**src/rtl/count_sequencer.sv**
```systemverilog
// Command-driven run controller for a loadable up-counter.
// A command preloads the counter with a start value and lets it advance a
// given number of cycles. The counter is then frozen and the run result is reported.
// The counter has no enable, so every "hold" is done by reloading its own count.
module count_sequencer #(
   parameter int unsigned WIDTH = 8
) (
   input  logic             clk,
   input  logic             rst,
   input  logic             cmd_valid,
   output logic             cmd_ready,
   input  logic [WIDTH-1:0] cmd_start,
   input  logic [WIDTH-1:0] cmd_len,
   input  logic             abort,
   input  logic [WIDTH-1:0] cnt_q,
   output logic             cnt_ld,
   output logic [WIDTH-1:0] cnt_v,
   output logic             busy,
   output logic             done,
   output logic             aborted,
   output logic             wrapped,
   output logic [WIDTH-1:0] end_val
);

   typedef enum logic [1:0] {StIdle, StLoad, StRun, StDone} state_e;

   state_e           state_q, state_d;
   logic [WIDTH-1:0] start_q, start_d;
   logic [WIDTH-1:0] len_q, len_d;
   logic [WIDTH-1:0] rem_q, rem_d;
   logic [WIDTH-1:0] end_val_q, end_val_d;
   logic             aborted_q, aborted_d;
   logic             wrapped_q, wrapped_d;

   // Next-state and decoded outputs; default is "hold the counter where it is".
   always_comb begin
      state_d   = state_q;
      start_d   = start_q;
      len_d     = len_q;
      rem_d     = rem_q;
      end_val_d = end_val_q;
      aborted_d = aborted_q;
      wrapped_d = wrapped_q;
      cmd_ready = 1'b0;
      cnt_ld    = 1'b1;
      cnt_v     = cnt_q;
      busy      = 1'b1;
      done      = 1'b0;

      unique case (state_q)
         StIdle: begin
            cmd_ready = 1'b1;
            busy      = 1'b0;
            if (cmd_valid) begin
               start_d = cmd_start;
               len_d   = cmd_len;
               rem_d   = cmd_len;
               state_d = StLoad;
            end
         end
         StLoad: begin
            cnt_v     = start_q;
            aborted_d = 1'b0;
            wrapped_d = 1'b0;
            state_d   = (len_q != '0) ? StRun : StDone;
         end
         StRun: begin
            if (abort) begin
               // Abort beats the final increment: reload the current count instead.
               aborted_d = 1'b1;
               state_d   = StDone;
            end else begin
               cnt_ld = 1'b0;
               rem_d  = rem_q - WIDTH'(1);
               if (cnt_q == '1) begin
                  wrapped_d = 1'b1;
               end
               if (rem_q == WIDTH'(1)) begin
                  state_d = StDone;
               end
            end
         end
         StDone: begin
            done      = 1'b1;
            end_val_d = cnt_q;
            state_d   = StIdle;
         end
         default: begin
            state_d = StIdle;
         end
      endcase
   end

   // State and result registers with synchronous reset.
   always_ff @(posedge clk) begin
      if (rst) begin
         state_q   <= StIdle;
         start_q   <= '0;
         len_q     <= '0;
         rem_q     <= '0;
         end_val_q <= '0;
         aborted_q <= 1'b0;
         wrapped_q <= 1'b0;
      end else begin
         state_q   <= state_d;
         start_q   <= start_d;
         len_q     <= len_d;
         rem_q     <= rem_d;
         end_val_q <= end_val_d;
         aborted_q <= aborted_d;
         wrapped_q <= wrapped_d;
      end
   end

   assign aborted = aborted_q;
   assign wrapped = wrapped_q;
   assign end_val = end_val_q;

endmodule

```
**config.mk**
```make
export PLATFORM = sky130hd
export DESIGN_NAME = count_sequencer
export DESIGN_NICKNAME = d
export VERILOG_FILES = /design/src/rtl/count_sequencer.sv
export SDC_FILE = /design/constraint.sdc
export NUM_CORES = 1
export LEC_CHECK = 0
export ABC_AREA = 0
export BUFFER_PORTS_ARGS = -buffer_cell sky130_fd_sc_hd__buf_2
export CORE_MARGIN = 1.5
export CORE_UTILIZATION = 25
export DETAILED_ROUTE_END_ITERATION = 10
export MAX_ROUTING_LAYER = met4
export SLEW_MARGIN = 15
export SYNTH_ARGS = -nofsm -noshare
export SYNTH_HDL_FRONTEND = slang
export SYNTH_SLANG_ARGS = --single-unit
```
**constraint.sdc**
```tcl
create_clock -name clk -period 2.15 [get_ports clk]
set_input_delay 0.215 -clock clk [delete_from_list [all_inputs] [get_ports clk]]
set_output_delay 0.215 -clock clk [all_outputs]
set_load 0.005 [all_outputs]
```
==> metrics.yaml, run 1 <==
antenna_found_initial: 0
crit_chain: "inv_1 -> ha_1 -> buf_4 -> mux2_2 -> buf_2"
synth_top_family_by_area: "simple AND/OR/NAND/NOR gates"
dpl-instance-area_mm2: 0.002155
cts-root-buf: "clkbuf_8"
power_w: 0.002938
ant_nets: 0
synth-adder-area-share_pct: 4.909
routed_wl_um: 4924
crit_required_ps: 1930
antenna_cells: 0
p_leak_nw: 0.9407
ys_warn_count: 0
synth_compound_area_share_pct: 14.87
clockBufferDepth: 2
cpLargestDelayFamily: "buffers and inverters"
drt_iter0_drc: 119
finalHoldViolations: 0
die_width_um: 87.48
hold_path_end: "start_q[3]"
grt_usage_pct: 13.91
firstDrtPassIters: 4
cp_num_buf_inv: 3
worst_pin_slew_ps: 532.6
post-route-period-util_pct: 87.86
clock_latency_ps: 300
reg2reg_depth: 7
max-cap-violations: 0
initial_core_util_pct: 26.12
finalSetupViolations: 0
avgSynthCellArea_um2: 8.496
muxShareOfSynthArea_pct: 9.537
slew_headroom_pct: 64.16
async_flop_share_pct: 0
post_cts_resized: 0
dieArea_mm2: 0.007653
htreeDepth: 2
fin_nets: 298
fmax_ghz: 0.5294
vias: 1636
synth_area_mm2: 0.001784
setup_tns_ps: 0
fin_hold_ws_ps: 153.5
path_clk_slew_ps: 80
synth_cell_types: 42
fillers: 762
route.detailed.drc: 0
grt_start_max_net_pins: 20
critPathMaxStageDelay_ps: 360
path_max_fanout: 8
coreArea_mm2: 0.006832
cts_tree: "done"
hp-class: "in -> reg"
grt_pass1_vias: 1585
wl_per_cell_um: 13.68
synth_area_leaders: "dfxtp_1, nand2_1, a21oi_1, mux2_2, ha_1"
drive_above_1_share_pct: 29.17
ys_ff_latch: 36
worstReg2RegStart: "state_q[1]"
io_pins: 50
slew_viol_final: 0
startpoint_type: "flip-flop"
syn_nets: 245
crit_type: "reg -> out"
synth_edf_count: 0
via_per_inst: 4.544
dieHeight_um: 87.48
row_count: 30
grt_overflow: 0
port_buffers: 49
grt_first_pass_wirelength_um: 7810
status: "complete, no violations"
cts_buffers: 5
area_growth_pct: 26.79
hp-start: "cmd_start[3]"
crit_arrival_ps: 1670
design_area_mm2: 0.002262
ff2ff_setup_slack_ps: 360
yosys.area_share.simple_pct: 24.96
synthXorXnorAreaFrac_pct: 0.9818
synth_top_cell_by_area: "dfxtp_1"
whs_path_depth: 3
finalWorstSetupSlack_ps: 261.0
peakVddDrop_mv: 0.3311
yosys-top-cells-count: "nand2_1, dfxtp_1, a21oi_1, nor2_1"
grt_setup_unrepaired: "false"
r2r-end: "rem_q[6]"
power_density_mw_per_mm2: 1299
place_ws_ps: 408.3
seq_area_frac_synth_pct: 40.39
post-synth-top-count-cell: "nand2_1"
cts_sinks: 36
endpoint_kind: "primary output"
finalCriticalPeriod_ps: 1889
slowest_stage: "dfxtp_1"
globalplace.congestion: 0.9520
synth_top_cell_area_share_pct: 40.39
syn_inst: 210
dp_hpwl_um: 3693
synthFlopType: "dfxtp_1"
cts_setup_buffers: 0
fin_worst_skew_ps: 7.858
cts.hold.buffers_added: 0
-- layer usage --
metal	track usage, %	part of all wire (%)	up-vias
met4	7.071	2.8	0
li1	-	-	834
met3	1.801	2.6	8
met5	-	0	-
met1	16.33	44	769
met2	23.22	51	25
-- power by group --
group | total, W | switching, W | internal, W | leakage [nW]
logic | 0.00136 | 0.000740 | 0.000620 | 0.591
clock network | 0.000599 | 0.000255 | 0.000344 | 0.0552
registers | 0.000979 | 0.000153 | 0.000826 | 0.295
-- cell usage in the layout (no fill, tap or decap), types with 2 or more instances in the layout --
| cell | Yosys | final |
|---|---|---|
| nor2_1 | 16 | 16 |
| nand2_1 | 41 | 41 |
| nand4_1 | 2 | 2 |
| o31ai_1 | 2 | 2 |
| nor4b_1 | 3 | 3 |
| nand4b_1 | 2 | 2 |
| mux2_2 | 8 | 8 |
| nand3_1 | 2 | 2 |
| and3b_1 | 2 | 2 |
| nand3b_1 | 2 | 2 |
| o211ai_1 | 2 | 2 |
| nor3_1 | 3 | 3 |
| a211oi_1 | 2 | 2 |
| a21oi_1 | 25 | 25 |
| dfxtp_1 | 36 | 36 |
| ha_1 | 7 | 7 |
| nand2b_1 | 4 | 4 |
| and3_1 | 3 | 3 |
| mux2i_1 | 8 | 8 |
| buf_4 | 1 | 8 |
| clkbuf_8 | 0 | 5 |
| inv_1 | 6 | 6 |
| buf_2 | 2 | 49 |
| o21ai_0 | 6 | 6 |
-- tightest hold or removal path, delay by kind of cell --
family          cells  cell delay, ps
compound gates      1              50
simple gates        1              40
buf+inv             1              90
-- stage by stage --
step                      instances  util [%]
after floorplan                 210         -
after detailed placement        352     31.54
after CTS                       360     33.11
after global placement          352     31.54
final                           360     33.11
after global routing            360     33.11
-- flip-flops by register name, summed over array words and instances (netlist names) --
register,flops
aborted,1
end_val,8
len_q,8
state_q,2
wrapped,1
start_q,8
rem_q,8
-- cell type report --
cell class	instances	area (µm²)	area share [%]
timing repair buffer	57	305.3	13.50
tap	96	120.1	5.310
clock buffer	6	72.57	3.208
sequential	36	720.7	31.86
clock inverter	2	35.03	1.549
inverter	6	22.52	0.9956
multi-input combinational	157	985.9	43.58
-- how the worst max path moves through the flow --
stage / start / to / cells after the start
6_report: state_q[1] / cnt_v[7] / 5
5_1_grt: state_q[1] / cnt_v[7] / 5
4_1_cts: state_q[1] / cnt_v[7] / 5
3_5_place_dp: state_q[0] / rem_q[6] / 7
3_3_place_gp: state_q[0] / rem_q[6] / 7
2_1_floorplan: state_q[0] / rem_q[6] / 6
-- cell families (layout without fill, tap and decap cells) --
| family | after synthesis | in the layout |
|---|---|---|
| simple gates | 88 | 88 |
| mux | 16 | 16 |
| compound gates | 44 | 44 |
| buf+inv | 17 | 71 |
| fa+ha+maj | 7 | 7 |
| xor+xnor | 2 | 2 |
| flops | 36 | 36 |
Note: power is estimated with default switching activity, not from simulation.
==> run 2: changes to the inputs <==
Settings changed: CORE_MARGIN 1.5 to 2.
==> metrics.yaml, run 2 (synthesized netlist as in run 1, its figures left out) <==
firstDrtPassIters: 4  # unchanged
coreArea_mm2: 0.006869  # +0.55%
dp_hpwl_um: 3723  # +0.83%
finalSetupViolations: 0  # unchanged
peakVddDrop_mv: 0.3832  # +16%
vias: 1607  # -1.8%
antenna_cells: 0  # unchanged
drt_iter0_drc: 70  # -41%
cts_setup_buffers: 0  # unchanged
max-cap-violations: 0  # unchanged
drive_above_1_share_pct: 28.90  # -0.27 points
finalHoldViolations: 0  # unchanged
initial_core_util_pct: 25.97  # -0.14 points
cp_num_buf_inv: 2  # -1
dieHeight_um: 88.48  # +1.1%
grt_start_max_net_pins: 17  # -15%
fmax_ghz: 0.5607  # +5.9%
cpLargestDelayFamily: "simple AND/OR/NAND/NOR gates"
cts_buffers: 5  # unchanged
slowest_stage: "dfxtp_1"
die_width_um: 88.48  # +1.1%
grt_first_pass_wirelength_um: 7396  # -5.3%
design_area_mm2: 0.002232  # -1.3%
slew_viol_final: 0  # unchanged
final_common_cell: "buf_2"
cts.hold.buffers_added: 0  # unchanged
antenna_found_initial: 0  # unchanged
multi_input_comb_area_um2: 985.9  # unchanged
clockBufferDepth: 2  # unchanged
grt_setup_unrepaired: "false"
seq_area_um2: 720.7  # unchanged
fin_hold_ws_ps: 168.9  # +15.42 ps
mostFrequentLayoutCells: "buf_2, nand2_1, dfxtp_1"
row_count: 30  # unchanged
p_leak_nw: 0.9266  # -1.5%
path_clk_slew_ps: 70  # about the same
crit_type: "reg -> reg"
routed_wl_um: 4729  # -4.0%
io_pins: 50  # unchanged
grt_usage_pct: 12.82  # -1.1 points
finalNonFillerCells: 359  # -0.28%
globalplace.congestion: 0.8442  # -11%
grt_overflow: 0  # unchanged
area_growth_pct: 25.11
dp_cells: 352  # unchanged
path_max_fanout: 7  # -1
via_per_inst: 4.476  # -1.5%
slew_headroom_pct: 65.79  # +1.6 points
clock_latency_ps: 290  # about the same
dpl-instance-area_mm2: 0.002155  # unchanged
post-route-period-util_pct: 82.95  # -4.9 points
ant_nets: 0  # unchanged
cts-root-buf: "clkbuf_8"
wl_per_cell_um: 13.17  # -3.7%
fin_worst_skew_ps: 7.519  # -0.3393 ps
crit_chain: "inv_1 -> ha_1 -> and2b_2 -> nor3b_1 -> buf_4 -> o21ai_0 -> nor3_1"
htreeDepth: 2  # unchanged
fillers: 736  # -3.4%
endpoint_kind: "flip-flop"
startpoint_type: "flip-flop"
route.detailed.drc: 0  # unchanged
cts_tree: "done"
port_buffers: 49  # unchanged
setup_tns_ps: 0  # unchanged
power_density_mw_per_mm2: 1235  # -4.9%
finalCriticalPeriod_ps: 1783  # -105.6 ps
fin_nets: 298  # unchanged
status: "complete, no violations"
grt_pass1_vias: 1494  # -5.7%
cts_sinks: 36  # unchanged
worst_pin_slew_ps: 513.1  # -19.54 ps
dieArea_mm2: 0.007829  # +2.3%
postLayoutCoreUtil_pct: 32.50  # -0.62 points
crit_required_ps: 2360  # +430 ps
hp-class: "in -> reg"
post_cts_resized: 0  # unchanged
critPathMaxStageDelay_ps: 400  # +40 ps
crit_arrival_ps: 2000  # +330 ps
## run 2: cell types whose count changed in the layout (fill, tap and decap cells not counted)
cell / previous run / this run
bufinv_16: 1 / 0
## run 2: stage by stage
stage               total power [W]  setup slack (ps)
floorplan                  0.001898             364.3
global route               0.002995             217.3
CTS                        0.002787             346.1
global placement           0.002305             437.0
finish                     0.002757             366.6
detailed placement         0.002325             390.9
## run 2: layout make-up
cell class | instances | area share [%]
Multi-Input combinational cell | 157 | 44.17
Tap cell | 96 | 5.381
Clock buffer | 6 | 3.251
Inverter | 6 | 1.009
Sequential cell | 36 | 32.29
Timing Repair Buffer | 57 | 13.68
Clock inverter | 1 | 0.2242
## run 2: worst min-delay path, delay by kind of cell
kind	cells	cell delay, ps
compound gates	1	50
buf+inv	1	90
simple gates	1	50
## run 2: routing by layer
metal  global-route usage [%]  share of wire [%]  vias to the layer above
met4                    4.132                1.4                        0
li1                         -                  -                      834
met3                    3.078                3.0                        4
met1                    15.66                 46                      750
met5                        -                  0                        -
met2                    20.85                 50                       19
## run 2: path summary, 6_finish.rpt
path              slack [ps]  depth (start not counted)          to          from
setup / recovery         370                          7    rem_q[6]    state_q[0]
hold / removal           170                          3  start_q[3]  cmd_start[3]
setup reg to reg         370                          7    rem_q[6]    state_q[0]
hold reg to reg          460                          2  start_q[3]    start_q[3]
## run 2: where the power goes
part | total [W] | switching, W | leakage [nW] | internal [W]
combinational | 0.00132 | 0.000708 | 0.591 | 0.000613
sequential | 0.000981 | 0.000155 | 0.295 | 0.000826
clock | 0.000454 | 0.000234 | 0.0410 | 0.000220
